File: src/rtl/uart_tx_buffered.sv
// rtl/uart_tx_buffered.sv - buffered UART transmitter; optional break/guard under UART_TX_BREAK_EN
module uart_tx_buffered #(
  parameter int CLOCK_DIVISOR_WIDTH = 24,
  parameter int DATA_WIDTH          = 8,
  parameter int FIFO_DEPTH_LOG2     = 4
) (
  input  logic                           clk,
  input  logic                           rst,
  output logic                           tx,
  input  logic [3:0]                     dataBits,
  input  logic                           hasParity,
  input  logic [1:0]                     parityMode,
  input  logic                           extraStopBit,
  input  logic [CLOCK_DIVISOR_WIDTH-1:0] clockDivisor,
  input  logic [DATA_WIDTH-1:0]          data,
  input  logic                           transmitReq,
  output logic                           ready,
  output logic [FIFO_DEPTH_LOG2:0]       fifoLevel,
  output logic                           busy,
  input  logic                           breakReq
);
  localparam int DEPTH = 1 << FIFO_DEPTH_LOG2;

  typedef enum logic [2:0] {
    S_IDLE,
    S_START,
    S_DATA,
    S_PAR,
`ifdef UART_TX_BREAK_EN
    S_STOP,
    S_BREAK,
    S_GUARD
`else
    S_STOP
`endif
  } state_t;

  state_t state, state_n;

  logic [DATA_WIDTH-1:0]          mem [DEPTH];
  logic [FIFO_DEPTH_LOG2-1:0]     wr_ptr, rd_ptr;
  logic [FIFO_DEPTH_LOG2:0]       level;
  logic                           push, pop, empty;

  logic [CLOCK_DIVISOR_WIDTH-1:0] baud_cnt, ctx_div;
  logic [4:0]                     bit_cnt, ctx_nbits, req_nbits;
  logic                           ctx_par_en, ctx_par_bit, ctx_two_stop, stop_second;
  logic [DATA_WIDTH-1:0]          shreg, head_word, head_masked;
  logic                           head_par;
  logic                           tick, baud_run, guard_start;

  assign empty     = (level == '0);
  assign ready     = ~level[FIFO_DEPTH_LOG2];
  assign push      = transmitReq & ready;
  assign fifoLevel = level;
  assign busy      = (state != S_IDLE) | ~empty;
  assign tick      = (baud_cnt == ctx_div);
  assign head_word = mem[rd_ptr];
  assign req_nbits = (({1'b0, dataBits} + 5'd1) > 5'(DATA_WIDTH)) ? 5'(DATA_WIDTH)
                                                                  : ({1'b0, dataBits} + 5'd1);

`ifdef UART_TX_BREAK_EN
  assign baud_run = (state != S_IDLE) && (state != S_BREAK);
`else
  assign baud_run = (state != S_IDLE);
  logic unused_break;
  assign unused_break = breakReq;
`endif

  // Parity covers only the n data bits that will actually be shifted out
  always_comb begin
    head_masked = '0;
    for (int i = 0; i < DATA_WIDTH; i++)
      if (i < int'(req_nbits)) head_masked[i] = head_word[i];
    case (parityMode)
      2'b00:   head_par = 1'b0;
      2'b01:   head_par = ~(^head_masked);
      2'b10:   head_par = ^head_masked;
      default: head_par = 1'b1;
    endcase
  end

  // FIFO storage write port
  always_ff @(posedge clk) begin
    if (push) mem[wr_ptr] <= data;
  end

  // FIFO pointers and occupancy
  always_ff @(posedge clk) begin
    if (rst) begin
      wr_ptr <= '0;
      rd_ptr <= '0;
      level  <= '0;
    end else begin
      if (push) wr_ptr <= wr_ptr + 1'b1;
      if (pop)  rd_ptr <= rd_ptr + 1'b1;
      if (push && !pop)      level <= level + 1'b1;
      else if (pop && !push) level <= level - 1'b1;
    end
  end

  // FSM state register
  always_ff @(posedge clk) begin
    if (rst) state <= S_IDLE;
    else     state <= state_n;
  end

  // FSM next state; frame boundaries decide between break, next frame and idle
  always_comb begin
    state_n     = state;
    pop         = 1'b0;
    guard_start = 1'b0;
    case (state)
      S_IDLE: begin
`ifdef UART_TX_BREAK_EN
        if (breakReq) state_n = S_BREAK;
        else
`endif
        if (!empty) begin
          pop     = 1'b1;
          state_n = S_START;
        end
      end
      S_START: if (tick) state_n = S_DATA;
      S_DATA:  if (tick && (bit_cnt == ctx_nbits - 5'd1)) state_n = ctx_par_en ? S_PAR : S_STOP;
      S_PAR:   if (tick) state_n = S_STOP;
      S_STOP: begin
        if (tick && (stop_second || !ctx_two_stop)) begin
`ifdef UART_TX_BREAK_EN
          if (breakReq) state_n = S_BREAK;
          else
`endif
          if (!empty) begin
            pop     = 1'b1;
            state_n = S_START;
          end else begin
            state_n = S_IDLE;
          end
        end
      end
`ifdef UART_TX_BREAK_EN
      S_BREAK: begin
        if (!breakReq) begin
          state_n     = S_GUARD;
          guard_start = 1'b1;
        end
      end
      S_GUARD: begin
        if (tick) begin
          if (!empty) begin
            pop     = 1'b1;
            state_n = S_START;
          end else begin
            state_n = S_IDLE;
          end
        end
      end
`endif
      default: state_n = S_IDLE;
    endcase
  end

  // Frame context latch at pop, baud counter and bit shifting
  always_ff @(posedge clk) begin
    if (rst) begin
      baud_cnt     <= '0;
      bit_cnt      <= '0;
      shreg        <= '0;
      ctx_div      <= '0;
      ctx_nbits    <= '0;
      ctx_par_en   <= 1'b0;
      ctx_par_bit  <= 1'b0;
      ctx_two_stop <= 1'b0;
      stop_second  <= 1'b0;
    end else if (pop) begin
      shreg        <= head_word;
      ctx_div      <= clockDivisor;
      ctx_nbits    <= req_nbits;
      ctx_par_en   <= hasParity;
      ctx_par_bit  <= head_par;
      ctx_two_stop <= extraStopBit;
      baud_cnt     <= '0;
      bit_cnt      <= '0;
      stop_second  <= 1'b0;
    end else if (guard_start) begin
      ctx_div  <= clockDivisor;
      baud_cnt <= '0;
    end else if (baud_run) begin
      if (tick) begin
        baud_cnt <= '0;
        if (state == S_DATA) begin
          shreg   <= shreg >> 1;
          bit_cnt <= bit_cnt + 5'd1;
        end
        if (state == S_STOP) stop_second <= 1'b1;
      end else begin
        baud_cnt <= baud_cnt + 1'b1;
      end
    end
  end

  // Line level decoded from state and shift register
  always_comb begin
    tx = 1'b1;
    case (state)
      S_START: tx = 1'b0;
      S_DATA:  tx = shreg[0];
      S_PAR:   tx = ctx_par_bit;
`ifdef UART_TX_BREAK_EN
      S_BREAK: tx = 1'b0;
`endif
      default: tx = 1'b1;
    endcase
  end
endmodule
File: config.mk
export PLATFORM = sky130hd
export DESIGN_NAME = uart_tx_buffered
export DESIGN_NICKNAME = d
export VERILOG_FILES = /design/src/rtl/uart_tx_buffered.sv
export SDC_FILE = /design/constraint.sdc
export NUM_CORES = 1
export LEC_CHECK = 0
export BUFFER_PORTS_ARGS = -buffer_cell sky130_fd_sc_hd__buf_4
export CAP_MARGIN = 20
export CORE_MARGIN = 2
export CORE_UTILIZATION = 50
export CTS_CLUSTER_DIAMETER = 50
export CTS_CLUSTER_SIZE = 14
export DETAILED_ROUTE_END_ITERATION = 10
export MAX_ROUTING_LAYER = met4
export PLACE_DENSITY = 0.67
export RECOVER_POWER = 50
export SLEW_MARGIN = 20
export SYNTH_ARGS = -nofsm -noshare
export SYNTH_HDL_FRONTEND = slang
export SYNTH_SLANG_ARGS = --single-unit
export TNS_END_PERCENT = 100
File: constraint.sdc
create_clock -name clk -period 4.7 [get_ports clk]
set_clock_uncertainty 0.05 [all_clocks]
set_input_delay 0.47 -clock clk [delete_from_list [all_inputs] [get_ports clk]]
set_output_delay 0.47 -clock clk [all_outputs]
set_load 0.05 [all_outputs]
; ---- Word level (Yosys, flattened, before mapping)
; Memory sizes are Yosys's and may differ from the RTL's. A register that Yosys moved wholly into a read port is not among the register bits.
; Index checks and enable logic that the tools add are counted.
; Widths: inputs -> output; s select.
[op_classes]
n_eq_ne = 13
n_addsub = 8
n_mux = 33
n_reduce_logical = 22
n_lt_le_gt_ge = 9
bitwise = 5
[op_table]
columns = operator, count
row1 = $mux 8, 4
row2 = $add 24x1->24 const B, 1
row3 = $eq 24x24->1, 1
row4 = $mux 24, 1
row5 = $lt 3x5->1 const A, 4
row6 = $mux 3, 6
row7 = $mux 5, 3
row8 = $pmux 3 s5, 1
row9 = $mux 1, 13
row10 = $add 5x1->5 const B, 2
row11 = $lt 1x5->1 const A, 2
row12 = $lt 2x5->1 const A, 2
row13 = $ne 2x2->1 const B, 5
row14 = $sub 5x1->5 const B, 2
row15 = $reduce_and 3->1, 3
row16 = $add 4x1->4 const B, 2
row17 = $mux 4, 2
row18 = $reduce_bool 2->1, 4
row19 = $reduce_xor 8->1, 1
row20 = $eq 3x2->1 const B, 2
row21 = $pmux 1 s3, 2
row22 = $add 4x1->5 const B, 1
row23 = $eq 5x5->1, 1
row24 = $gt 5x4->1 const B, 1
row25 = other kinds (17), 24
[word_totals]
ff_bits = 86
output_inout_bits = 8
ram_bits = 128
input_bits = 44
memories = 1
[memory_table]
columns = memory, words, word_bits, read_ports, rd_clocked_by_memory_dff, write_ports, line_no
row1 = mem, 16, 8, 1, 1, 1, 40  ; logic [DATA_WIDTH-1:0] mem [DEPTH];

; ---- Logic depth before layout (Yosys ltp)
[depth]
ltp_word = 8
depth_mapped = 17
ltp_nobuf = 16

; ---- Worst setup path before layout
; Ideal clock, no wire load.
[synth_timing]
path_kind = reg-to-reg
start = register level[0], in the netlist fifoLevel[0]
end = register level[4], in the netlist fifoLevel[4]
period_less_slack_ns = 3.532
arrival_ns = 3.412
setup_ns = 0.071
slack_ns = 1.168
t_required_ns = 4.579
n_path_buf = 1
stages_incl_launch_ff = 14
path_cell_list = dfxtp_1 or4_1 o21ai_0 a21oi_1 inv_2 buf_1 ha_1 inv_1 fa_1 a21o_1 a21oi_1 xnor2_1 or3_1 a21oi_1
[synth_between]
elab_chain_cells = 7
[synth_rtl]
columns = element, line_no
row1 = from (decl), 42  ; logic [FIFO_DEPTH_LOG2:0] level;
row2 = from (signal assigned), 97  ; if (push && !pop) level <= level + 1'b1;
row3 = from (signal assigned), 98  ; else if (pop && !push) level <= level - 1'b1;
row4 = $logic_not 5->1, 52  ; assign empty = (level == '0);
row5 = $mux 1, "119, 133"
row6 = $mux 1, 128  ; if (tick && (stop_second || !ctx_two_stop)) begin
row7 = $pmux 1 s2, 113  ; case (state)
row8 = $logic_not 1->1, 97
row9 = $logic_and 1x1->1, 97
row10 = $mux 5 or $reduce_bool 2->1 (tied branches), --
; Parallel ways exist; a longest one is shown, timed or not. The select of a mux whose other input is x is not followed.
; A chain may end at the register's enable or synchronous reset.

; ---- Final worst setup path
[layout_timing]
start = register baud_cnt[7]
end = register level[4], in the netlist fifoLevel[4]
[layout_between]
elab_chain_cells = 7
[layout_rtl]
columns = element, line_no
row1 = from (decl), 45  ; logic [CLOCK_DIVISOR_WIDTH-1:0] baud_cnt, ctx_div;
row2 = from (signal assigned), 197  ; baud_cnt <= baud_cnt + 1'b1;
row3 = $eq 24x24->1 *, 57  ; assign tick = (baud_cnt == ctx_div);
row4 = $logic_and 1x1->1 *, 128
row5 = $mux 1 *, 128
row6 = $pmux 1 s2 *, 113
row7 = $logic_not 1->1, 97
row8 = $logic_and 1x1->1, 97
row9 = $mux 5 or $reduce_bool 2->1 (tied branches), --
; Every way passes the cells marked *; elsewhere a longest branch is shown, timed or not.

==> results.cfg <==
[pwr]
ir_drop_mv = 0.3239
p_leak_uw = 0.003790
powerDensity_nw_per_um2 = 563.0

[cts]
cts_buffers = 23
cts_setup_buffers = 0
clockRootBuffer = clkbuf_16
h-tree-depth = 1
cts.sinks = 218
clk_latency_ns = 0.51
cts_tree = done
cts.clk_slew.worst_paths_ns = 0.06
cts_buffer_depth = 3
cts_resized = 0
postCtsHoldBufs = 0

[layout]
multi_input_area_um2 = 3656
fillers = 1492
drive_gt1_share_pct = 14.73
fin_nets = 844
syn_to_final_growth_pct = 13.29
diodes = 0
fin_cells = 1035
utilization_pct = 57.61
final-seq-area_um2 = 5645

[place]
dp_hpwl_um = 12690
gp_congestion = 0.8419
place_inst = 995
numPortBuffers = 50

[synthesis]
yosysSeqAreaShare_pct = 59.55
synth-edff-count = 128
synth_cell_types = 48
synth_top_area_share_pct = 40.54
yosys_register_bits = 218
synth_area_per_cell_um2 = 12.90
synth_area_leaders = edfxtp_1 41%, dfxtp_1 19%, mux4_2 7.8%, mux2i_1 5.4%, nor2_1 4.4%
syn_inst = 735
synth_fp_nets = 793
synth_common_cells = 128 x edfxtp_1, 112 x nor2_1, 90 x dfxtp_1
synth_area_um2 = 9480
async_flop_share_pct = 0
yosysMostFrequentCell = edfxtp_1
synth_top_area_cell = edfxtp_1
yosys_warnings = 0
synth_ff_type = edfxtp_1

[sta]
fin_crit_ns = 3.479
fmax_ghz = 0.2875
rsz0062_at_grt = false
slew_viol_final = 9
fin_crit_sh_pct = 74.01
slew_headroom_pct = -14.93
worst_pin_slew_ns = 1.711
setup_viol = 0
timing.final.hold_violations = 0
final.setup.tns_ns = 0

[critical_path]
path_cells = xnor2_1 -> nand4_1 -> nor4_1 -> nand3_1 -> a21o_1 -> a21oi_2 -> inv_2 -> ha_1 -> inv_1 -> ha_1 -> a21o_1 -> a21oi_1 -> xnor2_1 -> or3_1 -> a21oi_1
cp_slowest_cell = dfxtp_1
crit_required_ns = 5.08
crit_path_end_kind = flop
critPathKind = reg -> reg
crit_fanout = 5
reg2reg_depth = 15
cpPeakStageDelay_ns = 0.42
setup.worst_path.start_class = flop
crit_arrival_ns = 3.86

[detailed_routing]
drt_wl_total_um = 18890
drt-pass1-iter-count = 5
vias = 5791
drc_errors = 0
wl_per_cell_um = 18.25
drt_iter0_markers = 361
vias_per_cell = 5.595
antenna_left = 0

[global_route]
grt_pass1_vias = 5862
antenna_found_initial = 0
gr-usage-met3_pct = 3.611
top_usage_layer = met2
grt_use_met1_pct = 25.67
grt.met2_usage_pct = 32.55
grt_first_pass_wirelength_um = 30080
track_usage_pct = 19.72
grt_overflow_total = 0
grt_max_degree = 59

[floorplanning]
core_area_um2 = 18640
die_h_um = 141.7
start_util_pct = 50.85
die_w_um = 141.7
ios = 52
die_area_um2 = 20080
row_count = 50

[flow_run]
cap_violations = 1

[hold_path]
min_path_type = in -> reg
min_path_cells = 3

[status]
status = finished, violations left
violations = capacitance limit, slew limit
cell type report:
cell class / count / share of cell area [%]
Sequential cell: 218 / 52.56
Multi-Input combinational cell: 471 / 34.04
Clock buffer: 30 / 5.603
Timing Repair Buffer: 58 / 3.530
Tap cell: 234 / 2.726
Clock inverter: 10 / 1.048
Inverter: 14 / 0.4893
state kept, by name (all words and copies together) (netlist names), named ones only:
register,cells
ctx_div,24
ctx_par_bit,1
baud_cnt,24
ctx_nbits,5
ctx_two_stop,1
fifoLevel,5
state,3
mem,128
stop_second,1
bit_cnt,5
wr_ptr,4
ctx_par_en,1
rd_ptr,4
shreg,8
where the power goes:
part	internal, µW	switching [µW]	total (µW)
combinational	846	1070	1920
clock	978	742	1720
sequential	2230	181	2410
total	4050	2000	6050
metal layers:
layer | routed length [µm] | up-vias
met5 | 0 | -
met4 | 322 | 0
met3 | 927 | 30
met2 | 9234 | 138
met1 | 8408 | 2860
li1 | - | 2763
through the flow:
stage / setup slack (ns) / total power, µW / cell area [µm²] / hold WS, ns
finish: 1.221 / 6047 / 10740 / 0.1407
CTS: 1.222 / 6122 / 10800 / 0.1277
floorplan: 1.168 / 3944 / 9480 / 0.3815
detailed placement: 1.241 / 4402 / 10090 / 0.4003
global route: 0.9038 / 6383 / 10740 / 0.1395
global placement: 1.341 / 4337 / 10090 / 0.3932
cell usage in the layout (no fill, tap or decap), types with 3 or more instances in the layout:
cell type | Yosys | routed
a22oi_1 | 4 | 4
nand2b_1 | 6 | 6
edfxtp_1 | 128 | 128
and2_1 | 3 | 3
clkbuf_16 | 0 | 23
a21o_1 | 3 | 3
mux2i_1 | 51 | 51
inv_6 | 0 | 3
a211oi_1 | 5 | 5
a31oi_1 | 4 | 4
nor3_1 | 9 | 6
nand2_1 | 44 | 44
dfxtp_1 | 90 | 90
o21ai_0 | 6 | 7
nor3_2 | 0 | 3
buf_4 | 3 | 43
nor4_1 | 3 | 3
mux4_2 | 33 | 33
nand4_1 | 11 | 11
xor2_1 | 42 | 42
xnor2_1 | 42 | 42
ha_1 | 13 | 13
or3_1 | 3 | 3
clkbuf_1 | 18 | 22
nand3_1 | 13 | 13
a21oi_1 | 29 | 28
nor2_1 | 112 | 112
and3_1 | 9 | 9
inv_1 | 13 | 13
a221oi_1 | 3 | 3
nor2b_1 | 4 | 4
kinds of logic (layout without fill, tap and decap cells):
logic type	after synthesis	after routing	share of synthesized area (%)
adder cells (fa/ha/maj)	14	14	1.927
multiplexers	88	88	14.25
flip-flops	218	218	59.55
buffers and inverters	46	112	2.085
XOR/XNOR	84	84	7.760
AND/OR/NAND/NOR	222	222	10.31
AO/OA/AOI/OAI	63	63	4.118
worst max-delay path: cells and delay by family (launching register included):
| family | cells | cell delay (ns) |
|---|---|---|
| buffers and inverters | 2 | 0.22 |
| AND/OR/NAND/NOR | 4 | 0.97 |
| XOR/XNOR | 2 | 0.24 |
| AO/OA/AOI/OAI | 5 | 1.01 |
| flip-flops | 1 | 0.42 |
| adder cells (fa/ha/maj) | 2 | 0.49 |
worst paths after layout:
check / start / end / slack [ns]
worst max-delay path: baud_cnt[7]$_SDFFE_PP0N_ / fifoLevel[4]$_SDFFE_PP0P_ / 1.22
worst min-delay path: clockDivisor[4] / ctx_div[4]$_SDFFE_PP0N_ / 0.14
worst max register to register: baud_cnt[7]$_SDFFE_PP0N_ / fifoLevel[4]$_SDFFE_PP0P_ / 1.22
worst min register to register: shreg[4]$_SDFFE_PP0P_ / shreg[4]$_SDFFE_PP0P_ / 0.41
Note: power is estimated with default switching activity, not from simulation.
